`config.mk`:
```
export PLATFORM = sky130hd
export DESIGN_NAME = path_arbiter
export DESIGN_NICKNAME = d
export VERILOG_FILES = /design/src/rtl/path_pkg.sv /design/src/rtl/rr_select.sv /design/src/rtl/path_arbiter.sv
export SDC_FILE = /design/constraint.sdc
export NUM_CORES = 1
export LEC_CHECK = 0
export CAP_MARGIN = 25
export CORE_ASPECT_RATIO = 1.5
export CORE_MARGIN = 3
export CORE_UTILIZATION = 35
export CTS_BUF_LIST = sky130_fd_sc_hd__clkbuf_8
export CTS_CLUSTER_DIAMETER = 120
export DETAILED_ROUTE_END_ITERATION = 6
export PLACE_DENSITY = 0.67
export SYNTH_ARGS = -nofsm -noshare
export SYNTH_HDL_FRONTEND = slang
export SYNTH_SLANG_ARGS = --single-unit
```
`constraint.sdc`:
```
create_clock -name clk -period 7.3 [get_ports clk]
set_input_delay 2.19 -clock clk [delete_from_list [all_inputs] [get_ports clk]]
set_output_delay 2.19 -clock clk [all_outputs]
set_load 0.02 [all_outputs]
```
`src/rtl/path_pkg.sv`:
```
// Shared types and the round-robin pick helper for the path arbiter family.
package path_pkg;

  localparam int unsigned NUM_PATHS_DEF = 4;
  localparam int unsigned PWIDTH        = $clog2(NUM_PATHS_DEF);
  localparam int unsigned BCNT_WIDTH    = 4;
  localparam int unsigned PICK_W        = 16;
  localparam int unsigned PICK_IW       = 4;

  typedef enum logic {
    ARB_IDLE,
    ARB_BURST
  } arb_state_t;

  typedef struct packed {
    logic               found;
    logic [PICK_IW-1:0] idx;
  } pick_t;

  // First requesting, unmasked index at or after ptr, wrapping modulo n (n <= 16).
  function automatic pick_t rr_pick(input logic [PICK_W-1:0]  req,
                                    input logic [PICK_IW-1:0] ptr,
                                    input logic [PICK_W-1:0]  mask,
                                    input int unsigned        n);
    pick_t       res;
    int unsigned j;
    res = '0;
    for (int unsigned i = 0; i < PICK_W; i++) begin
      j = (32'(ptr) + i) % n;
      if (i < n && !res.found && req[j[PICK_IW-1:0]] && !mask[j[PICK_IW-1:0]]) begin
        res.found = 1'b1;
        res.idx   = PICK_IW'(j);
      end
    end
    return res;
  endfunction

endpackage

```
`src/rtl/rr_select.sv`:
```
// Combinational masked round-robin picker: one-hot grant, index and found flag.
module rr_select
  import path_pkg::*;
#(
  parameter int unsigned N = 4
) (
  input  logic [N-1:0]         i_req,
  input  logic [$clog2(N)-1:0] i_ptr,
  input  logic [N-1:0]         i_mask,
  output logic [N-1:0]         o_gnt,
  output logic [$clog2(N)-1:0] o_idx,
  output logic                 o_found
);

  localparam int unsigned IW = $clog2(N);

  pick_t w_pick;

  always_comb begin
    w_pick  = rr_pick(PICK_W'(i_req), PICK_IW'(i_ptr), PICK_W'(i_mask), N);
    o_found = w_pick.found;
    o_idx   = IW'(w_pick.idx);
    o_gnt   = w_pick.found ? (N'(1) << w_pick.idx) : '0;
  end

endmodule

```
`src/rtl/path_arbiter.sv`:
```
// Round-robin, burst-bounded consumer of NUM_PATHS path req/gnt interfaces with a
// registered valid/ready output stage. Define ARB_STATS_EN for grant counters and starvation flags.
module path_arbiter
  import path_pkg::*;
#(
  parameter int unsigned DWIDTH    = 8,
  parameter int unsigned NUM_PATHS = 4,
  parameter int unsigned MAX_BURST = 4
) (
  input  logic                          clk,
  input  logic                          rst,
  input  logic [NUM_PATHS-1:0]          req_i,
  input  logic [NUM_PATHS*DWIDTH-1:0]   data_i,
  input  logic                          flush_i,
  input  logic                          ready_i,
  output logic [NUM_PATHS-1:0]          gnt_o,
  output logic                          valid_o,
  output logic [DWIDTH-1:0]             data_o,
  output logic [$clog2(NUM_PATHS)-1:0]  src_o
`ifdef ARB_STATS_EN
  ,
  output logic [NUM_PATHS*16-1:0]       grant_cnt_o,
  output logic [NUM_PATHS-1:0]          starve_o
`endif
);

  localparam int unsigned PW = $clog2(NUM_PATHS);

  arb_state_t              r_state;
  logic [PW-1:0]           r_owner;
  logic [PW-1:0]           r_ptr;
  logic [BCNT_WIDTH-1:0]   r_cnt;
  logic                    r_valid;
  logic [DWIDTH-1:0]       r_data;
  logic [PW-1:0]           r_src;

  logic                    w_take;
  logic                    w_owner_req;
  logic                    w_cnt_full;
  logic                    w_keep;
  logic                    w_rotate;
  logic [PW-1:0]           w_owner_nxt;
  logic [PW-1:0]           w_sel_ptr;
  logic [NUM_PATHS-1:0]    w_mask;
  logic [NUM_PATHS-1:0]    w_pick_oh;
  logic [PW-1:0]           w_pick_idx;
  logic                    w_pick_found;
  logic                    w_win;
  logic                    w_restart;
  logic [PW-1:0]           w_win_idx;
  logic [NUM_PATHS-1:0]    w_win_oh;
  logic                    w_grant;
  logic [NUM_PATHS-1:0]    w_gnt;
  logic [DWIDTH-1:0]       w_win_data;

  assign w_take      = !r_valid || ready_i;
  assign w_owner_req = req_i[r_owner];
  assign w_cnt_full  = (r_cnt >= BCNT_WIDTH'(MAX_BURST));
  assign w_keep      = (r_state == ARB_BURST) && w_owner_req && !w_cnt_full;
  assign w_rotate    = (r_state == ARB_BURST) && !w_keep;
  assign w_owner_nxt = (r_owner == PW'(NUM_PATHS - 1)) ? '0 : r_owner + PW'(1);
  assign w_sel_ptr   = w_rotate ? w_owner_nxt : r_ptr;
  // An exhausted owner sits out this search; it is re-granted below only if nobody else asks.
  assign w_mask      = (w_rotate && w_cnt_full) ? (NUM_PATHS'(1) << r_owner) : '0;

  rr_select #(
    .N (NUM_PATHS)
  ) u_rr_select (
    .i_req   (req_i),
    .i_ptr   (w_sel_ptr),
    .i_mask  (w_mask),
    .o_gnt   (w_pick_oh),
    .o_idx   (w_pick_idx),
    .o_found (w_pick_found)
  );

  // Winner selection: continue burst, new round-robin winner, or lone exhausted owner.
  always_comb begin
    w_win     = 1'b0;
    w_restart = 1'b0;
    w_win_idx = r_owner;
    w_win_oh  = NUM_PATHS'(1) << r_owner;
    if (w_keep) begin
      w_win = 1'b1;
    end else if (w_pick_found) begin
      w_win     = 1'b1;
      w_restart = 1'b1;
      w_win_idx = w_pick_idx;
      w_win_oh  = w_pick_oh;
    end else if (w_rotate && w_owner_req) begin
      w_win     = 1'b1;
      w_restart = 1'b1;
    end
  end

  assign w_grant = w_win && w_take && !flush_i;
  assign w_gnt   = w_grant ? w_win_oh : '0;
  assign gnt_o   = rst ? '0 : w_gnt;

  always_comb begin
    w_win_data = '0;
    for (int unsigned i = 0; i < NUM_PATHS; i++) begin
      if (w_win_idx == PW'(i)) w_win_data = data_i[i*DWIDTH +: DWIDTH];
    end
  end

  // Arbitration FSM and output stage.
  always_ff @(posedge clk or posedge rst) begin
    if (rst) begin
      r_state <= ARB_IDLE;
      r_owner <= '0;
      r_ptr   <= '0;
      r_cnt   <= '0;
      r_valid <= 1'b0;
      r_data  <= '0;
      r_src   <= '0;
    end else if (flush_i) begin
      r_valid <= 1'b0;
      r_state <= ARB_IDLE;
      r_cnt   <= '0;
    end else if (w_take) begin
      if (w_rotate) r_ptr <= w_owner_nxt;
      if (w_grant) begin
        r_valid <= 1'b1;
        r_data  <= w_win_data;
        r_src   <= w_win_idx;
        r_owner <= w_win_idx;
        r_state <= ARB_BURST;
        r_cnt   <= w_restart ? BCNT_WIDTH'(1) : r_cnt + BCNT_WIDTH'(1);
      end else begin
        r_valid <= 1'b0;
        r_state <= ARB_IDLE;
        r_cnt   <= '0;
      end
    end
  end

  assign valid_o = r_valid;
  assign data_o  = r_data;
  assign src_o   = r_src;

`ifdef ARB_STATS_EN
  localparam int unsigned STARVE_LIM = NUM_PATHS * MAX_BURST;

  logic [15:0]          r_gcnt [NUM_PATHS];
  logic [7:0]           r_wait [NUM_PATHS];
  logic [NUM_PATHS-1:0] r_starve;

  // Saturating grant counters and sticky starvation detection.
  always_ff @(posedge clk or posedge rst) begin
    if (rst) begin
      for (int unsigned i = 0; i < NUM_PATHS; i++) begin
        r_gcnt[i] <= '0;
        r_wait[i] <= '0;
      end
      r_starve <= '0;
    end else if (flush_i) begin
      for (int unsigned i = 0; i < NUM_PATHS; i++) begin
        r_gcnt[i] <= '0;
        r_wait[i] <= '0;
      end
      r_starve <= '0;
    end else begin
      for (int unsigned i = 0; i < NUM_PATHS; i++) begin
        if (w_gnt[i] && r_gcnt[i] != 16'hFFFF) r_gcnt[i] <= r_gcnt[i] + 16'd1;
        if (!req_i[i] || w_gnt[i]) begin
          r_wait[i] <= '0;
        end else if (w_take && r_wait[i] != 8'hFF) begin
          r_wait[i] <= r_wait[i] + 8'd1;
        end
        if (w_take && req_i[i] && !w_gnt[i] && r_wait[i] >= 8'(STARVE_LIM)) r_starve[i] <= 1'b1;
      end
    end
  end

  always_comb begin
    grant_cnt_o = '0;
    for (int unsigned i = 0; i < NUM_PATHS; i++) grant_cnt_o[i*16 +: 16] = r_gcnt[i];
  end

  assign starve_o = r_starve;
`endif

endmodule

```
; ---- Yosys cells after proc, flatten, opt, wreduce, memory -nomap -nowiden
; Index checks and enable logic that the tools add are counted.
[op_classes]
n_addsub = 5
order_cmp = 6
mux = 46
reduce_logical = 30
n_bitwise = 1
eq_ne = 4
shift = 2
[op_table]
columns = operator, count
row1 = 4-bit two-way mux, 9
row2 = 8-bit two-way mux, 4
row3 = "2-bit by 5-bit < comparator with 1-bit output, second input constant", 4
row4 = 5-bit two-way mux, 4
row5 = 1-bit binary-select mux with 2-bit select, 9
row6 = 1-bit two-way mux, 16
row7 = 1-bit logical AND, 14
row8 = 1-bit zero test, 11
row9 = 2-bit two-way mux, 4
row10 = "2-bit == test, second input constant", 3
row11 = "2-bit by 1-bit adder with 2-bit output, second input constant", 2
row12 = "2-bit adder, second input constant", 2
row13 = "4-bit by 1-bit adder with 4-bit output, second input constant", 1
row14 = "4-bit by 3-bit >= comparator with 1-bit output, second input constant", 1
row15 = "1-bit by 2-bit << shifter with 4-bit output, first input constant", 1
row16 = "1-bit by 4-bit << shifter with 4-bit output, first input constant", 1
row17 = "2-bit by 3-bit < comparator with 1-bit output, second input constant", 1
row18 = 3-bit AND reduction, 1
row19 = "2-bit by 1-bit == test with 1-bit output, second input constant", 1
row20 = 2-bit zero test, 1
row21 = 2-bit AND reduction, 1
row22 = 2-bit nonzero test, 1
row23 = 1-bit logical OR, 1
row24 = 1-bit NOT, 1
[word_totals]
wordCells = 99
register_bits = 17
out_inout_bits = 15
inputBits = 40

; ---- Depth between registers and ports, before layout
; Gate-level depths: netlist (run 1).
[depth]
word_depth = 32
mapped_depth = 13
mapped_depth_nobuf = 10

; ---- Hierarchy
; A second synthesis (run 1) with hierarchy kept.
[unflattened]
hier_cells = 217
hier_area_um2 = 1690.4
[by_module_without_submodules]
columns = module, instances, seq_area_each_um2, area_per_inst_um2, cells_each
row1 = path_arbiter, 1, 425.4, 1447.6, 179
row2 = rr_select, 1, 0.0, 242.7, 38

; ---- Worst setup path before layout (run 1)
; Ideal clock, no wire load.
[synth_timing]
kind = in2out
start = in req_i[0]
end = out gnt_o[2]
required_ps = 5110
arrival_ps = 4306
path_slack_ps = 804
path_stages = 7
path_buffers = 0
cell_sequence = mux2_4 > a2111oi_1 > a2111oi_0 > a2111oi_2 > nor2_1 > a2bb2oi_1 > nor3_1
[synth_between]
elab_chain_cells = 31
elab_cells_between_ends = 57
classes_between = 3 x add/sub / 1 x shift / 31 x mux / 22 x reduce/logical
[synth_rtl]
columns = element, line
row1 = from (decl), path_arbiter.sv:12  ; input logic [NUM_PATHS-1:0] req_i,
row2 = 1-bit binary-select mux with 2-bit select, path_arbiter.sv:57  ; assign w_owner_req = req_i[r_owner];
row3 = 1-bit two-way mux (not written as such), path_arbiter.sv:57
row4 = 1-bit logical AND (2 in series), path_arbiter.sv:59  ; assign w_keep = (r_state == ARB_BURST) && w_owner_req && !w_cnt_full;
row5 = 1-bit zero test, path_arbiter.sv:60  ; assign w_rotate = (r_state == ARB_BURST) && !w_keep;
row6 = 1-bit logical AND, path_arbiter.sv:60
row7 = 1-bit logical AND, path_arbiter.sv:64  ; assign w_mask = (w_rotate && w_cnt_full) ? (NUM_PATHS'(1) << r_owner) : '0;
row8 = 4-bit two-way mux, path_arbiter.sv:64
row9 = 1-bit binary-select mux with 2-bit select, path_pkg.sv:30  ; if (i < n && !res.found && req[j[PICK_IW-1:0]] && !mask[j[PICK_IW-1:0]]) begin
row10 = [... 12 more ...], --
row11 = 1-bit zero test, path_pkg.sv:30
row12 = 1-bit logical AND (2 in series), path_pkg.sv:30
row13 = 5-bit two-way mux, path_pkg.sv:30
row14 = 1-bit two-way mux, path_arbiter.sv:85  ; end else if (w_pick_found) begin
row15 = 1-bit two-way mux, path_arbiter.sv:83  ; if (w_keep) begin
row16 = 1-bit logical AND (2 in series), path_arbiter.sv:96  ; assign w_grant = w_win && w_take && !flush_i;
row17 = 4-bit two-way mux (*), path_arbiter.sv:97  ; assign w_gnt = w_grant ? w_win_oh : '0;
row18 = 4-bit two-way mux (*), path_arbiter.sv:98  ; assign gnt_o = rst ? '0 : w_gnt;
row19 = to (decl), path_arbiter.sv:16  ; output logic [NUM_PATHS-1:0] gnt_o,
; Every way passes the cells marked *; elsewhere a longest branch is shown, timed or not. The select of a mux whose other input is x is not followed.

; ---- Final worst setup path (run 1)
[layout_timing]
start = in req_i[0]
end = out gnt_o[0]
; The elaborated chain is that of the path after synthesis.

==> summary.md, run 1 <==
| Metric | Value |
|---|---|
| Outcome | complete, no violations |
| Initial core utilization | 0.368 |
| Vias/cell | 5.72 |
| FF/Latch Area | 425 sq um |
| Max-slew violations | 0 |
| Pre-antenna DRT Iters | 4 |
| Critical Path RT | 5.11 ns |
| Residual DRC count | 0 |
| First-pass GRT wire length | 6750 um |
| WL/cell | 16.7 um |
| Layout cell share with drive strength beyond 1 | 0.117 |
| Largest fanout on the critical path | 6 |
| Fin area | 2060 sq um |
| Syn_nets | 193 |
| ANT cells | 0 |
| DP HPWL | 3400 um |
| Post-synth top flop | dfrtp_1 |
| Top-area cell type share of the netlist area | 0.314 |
| # Post-CTS Setup Buffers | 0 |
| Vias in the first global route | 1451 |
| Maxcap violations | 0 |
| Crit share post-route | 0.974 |
| Synth area leaders | dfrtp_1 (31%), mux2i_1 (12%), nand2_1 (5.8%), o221ai_1 (5.2%), ha_1 (4.6%) |
| GPL Wtd Cong | 0.886 |
| ANT nets after route | 0 |
| CTS buffer count | 3 |
| Crit start category | input port |
| Die X | 56.8 um |
| Clk pwr share | 0.095 |
| Power Dens Cells | 348 nW/um^2 |
| Peak supply drop | 198 uV |
| H-tree levels | 1 |
| Root Buffer | clkbuf_8 |
| Initial antenna violation count | 0 |
| Combinational power share | 0.673 |
| DP Worst Slack | -0.00499 ns |
| Seq cells post-synth | 17 |
| Top sig layer | met4 |
| I/O pin count | 55 |
| Hold Path Stages | 2 |
| Netlist cell types | 43 |
| Worst path cell trace | clkdlybuf4s50_1, mux2_4, a221o_2, mux2i_4, and4_1, o31a_1, or2_2, a22oi_1, nor3_1, dlygate4sd2_1 |
| DRT met1 WL | 1600 um |
| Hold crit path type | reg2reg |
| Layout Nets | 260 |
| Int Pwr | 407 uW |
| Number of port buffers | 54 |
| Fmax | 0.141 GHz |
| Vias | 1471 |
| Layout fillers | 338 |
| Fin. Hold Viols | 0 |
| CTS clk-pin slew, worst paths | 0.06 ns |
| Slew margin rel. | 0.528 |
| Synthesis Warnings | 0 |
| Avg Inst Size Synth | 9.15 sq um |
| Async S/R FF share, synth | 1.00 |
| Layout Skew | 0.00105 ns |
| Tot Pwr | 717 uW |
| Worst slew pin tran | 0.701 ns |
| Maximum buffer depth of the clock tree | 2 |
| Worst setup margin | 0.188 ns |
| Die area | 4670 sq um |
| Global Route Usage Sum | 0.185 |
| Reg2reg path depth | 12 |
| Setup CP Type | in2out |
| Top cell type by total area after synthesis | dfrtp_1 |
| Multi-input logic area | 865 sq um |
| CTS sink count | 17 |
| Mapped cell area | 1350 sq um |
| Sequential power share | 0.232 |
| Grt ovf | 0 |
| Unrepaired setup endpoints after global routing | false |
| Post-Syn Instances | 148 |
| Met2 wire length | 2330 um |
| Height of the die | 82.2 um |
| Top-count cell post-synth | nand2_1 |
| Switching pwr | 311 uW |
| FP Rows | 27 |
| CP endpoint kind | output pin |
| Core Region | 3680 sq um |
| Layout area overhead | 52.4% |
| Slowest-stage cell, CP | clkdlybuf4s50_1 |
| Switch share | 0.433 |
| Clk_lat worst skew | 0.25 ns |
| Max incr delay on CP | 0.43 ns |
| Sequential element share of the synthesized area | 0.314 |
| DR iter-0 viols | 80 |
| Final WL | 4300 um |
| Final setup vio count | 0 |
| CTS tree | built |
| Pleak | 0.000924 uW |
| Worst EP arrival | 4.92 ns |
| Met3 wire length | 208 um |
| Largest net degree at the start of global routing | 18 |
| EDFF count, synth | 0 |
| Synth cell count leaders | nand2_1 (21), dfrtp_1 (17), mux2i_1 (16), nor2_1 (11), a21oi_1 (9) |
| Fin crit period | 7.11 ns |
| Placed Instance Area | 2000 sq um |
==> power groups by stage <==
stage	sequential, uW	combinational (uW)	clock (uW)
3_3_place_gp	165	464	0
4_1_cts	166	470	69.5
5_1_grt	171	518	72.9
2_1_floorplan	191	285	0
6_report	166	483	67.8
3_5_place_dp	166	471	0
==> worst max-delay path: cells and delay by family <==
kind | cells | cell delay, ns
buffers and inverters | 2 | 0.75
multiplexers | 2 | 0.52
AO/OA/AOI/OAI | 3 | 0.87
AND/OR/NAND/NOR | 3 | 0.58
==> sequential cells by signal, indices dropped and copies added, names as in the netlist <==
register  flops
r_cnt         4
valid_o       1
data_o        8
r_ptr         2
src_o         2
==> final timing paths <==
kind | startpoint | endpoint | slack, ns
hold reg to reg | data_o[5] | data_o[5] | 0.50
max in group asynchronous | rst | r_cnt[2] | 4.46
setup / recovery | req_i[0] | gnt_o[0] | 0.19
min in group asynchronous | rst | data_o[5] | 2.42
setup reg to reg | src_o[1] | data_o[6] | 3.95
hold / removal | data_o[5] | data_o[5] | 0.50
==> what timing repair did <==
item                                    CTS  global route
endpoints found under the setup margin    3             1
hold buffers                              0             0
endpoints found under the hold margin     0             0
gates resized for setup                   3             2
==> cell usage in the layout, fill, tap and decap left out, drive strengths merged, types with 2 or more instances in the layout <==
cell type	Yosys	layout
nor2	11	11
o32a	2	2
and2	2	2
nor3	5	5
mux2i	17	17
a2111oi	3	3
o221ai	8	8
nand2	21	21
ha	5	5
a22o	2	2
mux2	3	3
inv	8	9
clkdlybuf4s50	0	50
o21ai	6	6
a21oi	9	9
buf	2	13
a21o	2	2
clkbuf	3	3
dfrtp	17	17
a22oi	3	3
dlygate4sd2	0	3
==> metal layers <==
metal	GRT usage	up-vias
met4	0.102	0
li1	-	696
met1	0.197	702
met2	0.343	59
met3	0.0342	14
met5	0	-
==> through the flow <==
step                      instances  utilization  hold slack, ns  TNS (ns)
after floorplan                 148            -           0.501         0
after global placement          252        0.544           0.476         0
after detailed placement        252        0.544           0.483  -0.00859
after CTS                       256        0.556           0.497         0
after global routing            257        0.560           0.529         0
final                           257        0.560           0.496         0
==> area by class of cell <==
class                           instances  area share
Clock buffer                            3      0.0200
Clock inverter                          1     0.00182
Inverter                                8      0.0146
Multi-Input combinational cell        118       0.419
Sequential cell                        17       0.206
Tap cell                               43      0.0261
Timing Repair Buffer                   67       0.312
==> logic make-up (layout without fill, tap and decap cells) <==
family | Yosys count | after routing | share of synthesized area
multiplexers | 20 | 20 | 0.165
AND/OR/NAND/NOR | 48 | 48 | 0.166
AO/OA/AOI/OAI | 45 | 45 | 0.254
buffers and inverters | 13 | 79 | 0.0536
flip-flops | 17 | 17 | 0.314
adder cells (fa/ha/maj) | 5 | 5 | 0.0462
Note: power is estimated with default switching activity, not from simulation.
==> inputs of run 2 (changes only) <==
Settings changed: PLACE_DENSITY 0.67 to unset, PLACE_DENSITY_LB_ADDON set to 0.25.
==> run 2 against run 1 <==
Against the previous run: register-to-register slack gained 0.15 ns; sequential cell count stayed put; clock skew increased by 0.0021 ns; critical path depth unchanged; core utilization stayed put; via count down 2.0%; first-iteration DRC count is 16% lower; wire length shrank 8.8%; sequential power about the same; sequential share of layout area did not move; non-clock buffer count is 1 lower; combinational power shrank 2%; critical path type unchanged; largest cell class unchanged; highest routed layer unchanged.
==> summary.md, run 2 (same netlist as run 1, synthesis figures left out) <==
| Metric | Value |
|---|---|
| H-tree levels | 1 (unchanged) |
| Fmax | 0.141 GHz (about the same) |
| GR peak layer | met2 |
| ANT cells | 0 (unchanged) |
| Initial core utilization | 0.368 (unchanged) |
| Power Dens Cells | 344 nW/um^2 (-1.1%) |
| Unrepaired setup endpoints after global routing | false |
| DR iter-0 viols | 67 (-16%) |
| Crit share post-route | 0.974 (about the same) |
| Final WL | 3920 um (-8.8%) |
| Max incr delay on CP | 0.42 ns (about the same) |
| Critical R2R Launch | src_o[1] |
| Reg2reg path depth | 12 (unchanged) |
| Setup CP Type | in2out |
| Util after Layout | 0.560 (unchanged) |
| Fin. Hold Viols | 0 (unchanged) |
| GR Layer Usage met2 | 0.339 (-0.00347) |
| Layout fillers | 337 (-0.30%) |
| Vias | 1442 (-2.0%) |
| Vias/cell | 5.63 (-1.6%) |
| Layout Skew | 0.00313 ns (+0.00208 ns) |
| Clk_lat worst skew | 0.25 ns (about the same) |
| DP HPWL | 3150 um (-7.3%) |
| CP endpoint kind | output pin |
| Most common cell after layout, fill and taps aside | clkdlybuf4s50_1 |
| FP Rows | 27 (unchanged) |
| Global Route Usage Sum | 0.181 (-0.00445) |
| WL/cell | 15.3 um (-8.4%) |
| CTS buffer count | 3 (unchanged) |
| Buffers & Inverters on Critical Path | 2 (unchanged) |
| First-pass GRT wire length | 6580 um (-2.6%) |
| Worst slew pin tran | 0.668 ns (-0.0329 ns) |
| Reg-to-reg slack, setup | 4.10 ns (+0.15 ns) |
| Root Buffer | clkbuf_8 |
| Largest net degree at the start of global routing | 18 (unchanged) |
| Slowest-stage cell, CP | clkdlybuf4s50_1 |
| Max-slew violations | 0 (unchanged) |
| Multi-input logic area | 865 sq um (unchanged) |
| Vias in the first global route | 1501 (+3.4%) |
| Height of the die | 82.2 um (unchanged) |
| Slew margin rel. | 0.550 (+0.0222) |
| Die area | 4670 sq um (unchanged) |
| Pre-antenna DRT Iters | 4 (unchanged) |
| FF/Latch Area | 425 sq um (unchanged) |
| Worst path cell trace | clkdlybuf4s50_1, mux2_4, a221o_2, mux2i_4, and4_1, o31a_1, or2_2, a22oi_1, nor3_1, dlygate4sd2_1 |
| Top delay family on crit path | compound AO/OA/AOI/OAI gates |
| DP Worst Slack | -0.0765 ns (-0.0715 ns) |
| Layout Nets | 259 (-0.38%) |
| Outcome | complete, no violations |
| Layout cell share with drive strength beyond 1 | 0.117 (+0.000548) |
| Commonest non-fill, non-tap cells in the layout | clkdlybuf4s50_1 (50), nand2_1 (21), dfrtp_1 (17) |
| Fin crit period | 7.11 ns (-0.00464 ns) |
| Critical Path RT | 5.11 ns (about the same) |
| Maxcap violations | 0 (unchanged) |
| Layout area overhead | 52.4% (unchanged) |
| Number of port buffers | 54 (unchanged) |
| Pleak | 0.000927 uW (+0.39%) |
| Hold crit path type | reg2reg |
| ANT nets after route | 0 (unchanged) |
| I/O pin count | 55 (unchanged) |
| WHS Endpoint | data_o[5] |
| Met1 Usage GRT | 0.187 (-0.00923) |
| Hold Path Stages | 2 (unchanged) |
| CTS clk-pin slew, worst paths | 0.07 ns (about the same) |
| Peak supply drop | 216 uV (+9.2%) |
| Residual DRC count | 0 (unchanged) |
| Worst EP arrival | 4.92 ns (about the same) |
| Min-delay src | data_o[5] |
| Max reg flops | 8 (unchanged) |
| Die X | 56.8 um (unchanged) |
| Core Region | 3680 sq um (unchanged) |
| Final setup vio count | 0 (unchanged) |
| Initial antenna violation count | 0 (unchanged) |
| Worst setup margin | 0.193 ns (+0.00464 ns) |
| Grt ovf | 0 (unchanged) |
| CTS sink count | 17 (unchanged) |
| GPL Wtd Cong | 0.879 (-0.76%) |
| Maximum buffer depth of the clock tree | 2 (unchanged) |
| Largest fanout on the critical path | 6 (unchanged) |
| Reg2reg end | data_o[7] |
| CTS tree | built |
| Crit start category | input port |
| Met3 usage | 0.0311 (-0.00311) |
-- run 2: cell count changes in the layout (fill, tap and decap cells not counted), sizes merged --
cell	previous run	this run
dlymetal6s2s	1	2
dlygate4sd2	3	2
clkinvlp	0	1
inv	9	8
buf	13	12
-- run 2: repair_timing --
item	CTS	global route
pin swaps	0	0
hold buffers	0	0
setup endpoints to repair	2	2
resized for setup	2	2
setup buffers	0	0
gates cloned	0	0
-- run 2: per-stage QoR --
step	cells	total power, uW	TNS (ns)	hold slack (ns)	cell area [sq um]
after CTS	255	700	0	0.498	2040
after detailed placement	251	626	-0.107	0.476	2000
after global placement	251	617	0	0.475	2000
final	256	710	0	0.494	2060
after floorplan	148	476	0	0.501	1350
after global routing	256	764	0	0.526	2060
-- run 2: routing by layer --
| layer | vias to the layer above | share of wire |
|---|---|---|
| met5 | - | 0 |
| met3 | 14 | 0.073 |
| met4 | 0 | 0.036 |
| met2 | 79 | 0.51 |
| li1 | 690 | - |
| met1 | 659 | 0.38 |
-- run 2: worst max-delay path by stage --
stage | depth (start not counted) | slack (ns) | startpoint | end
6_report | 10 | 0.19 | req_i[0] | gnt_o[0]
5_1_grt | 10 | 0.03 | req_i[0] | gnt_o[2]
4_1_cts | 10 | 0.009 | req_i[0] | gnt_o[3]
3_5_place_dp | 10 | -0.08 | req_i[0] | gnt_o[2]
3_3_place_gp | 10 | 0.05 | req_i[0] | gnt_o[0]
2_1_floorplan | 7 | 0.80 | req_i[0] | gnt_o[2]
-- run 2: power by group --
part | switching, uW | total (uW) | internal, uW
sequential | 38.6 | 167 | 128
combinational | 232 | 471 | 239
clock | 33.6 | 72.0 | 38.4
total | 304 | 710 | 406
-- run 2: worst min-delay path, delay by kind of cell, from the launching register on --
family,cells,cell delay (ns)
flops,1,0.35
simple gates,1,0.05
compound gates,1,0.06
-- run 2: final cells by class --
cell class,count,share of cell area
multi-input cells,118,0.419
repair buffers,66,0.310
flip-flops and latches,17,0.206
well taps,43,0.0261
clock buffers,3,0.0200
inverters,8,0.0146
clock inverters,1,0.00364
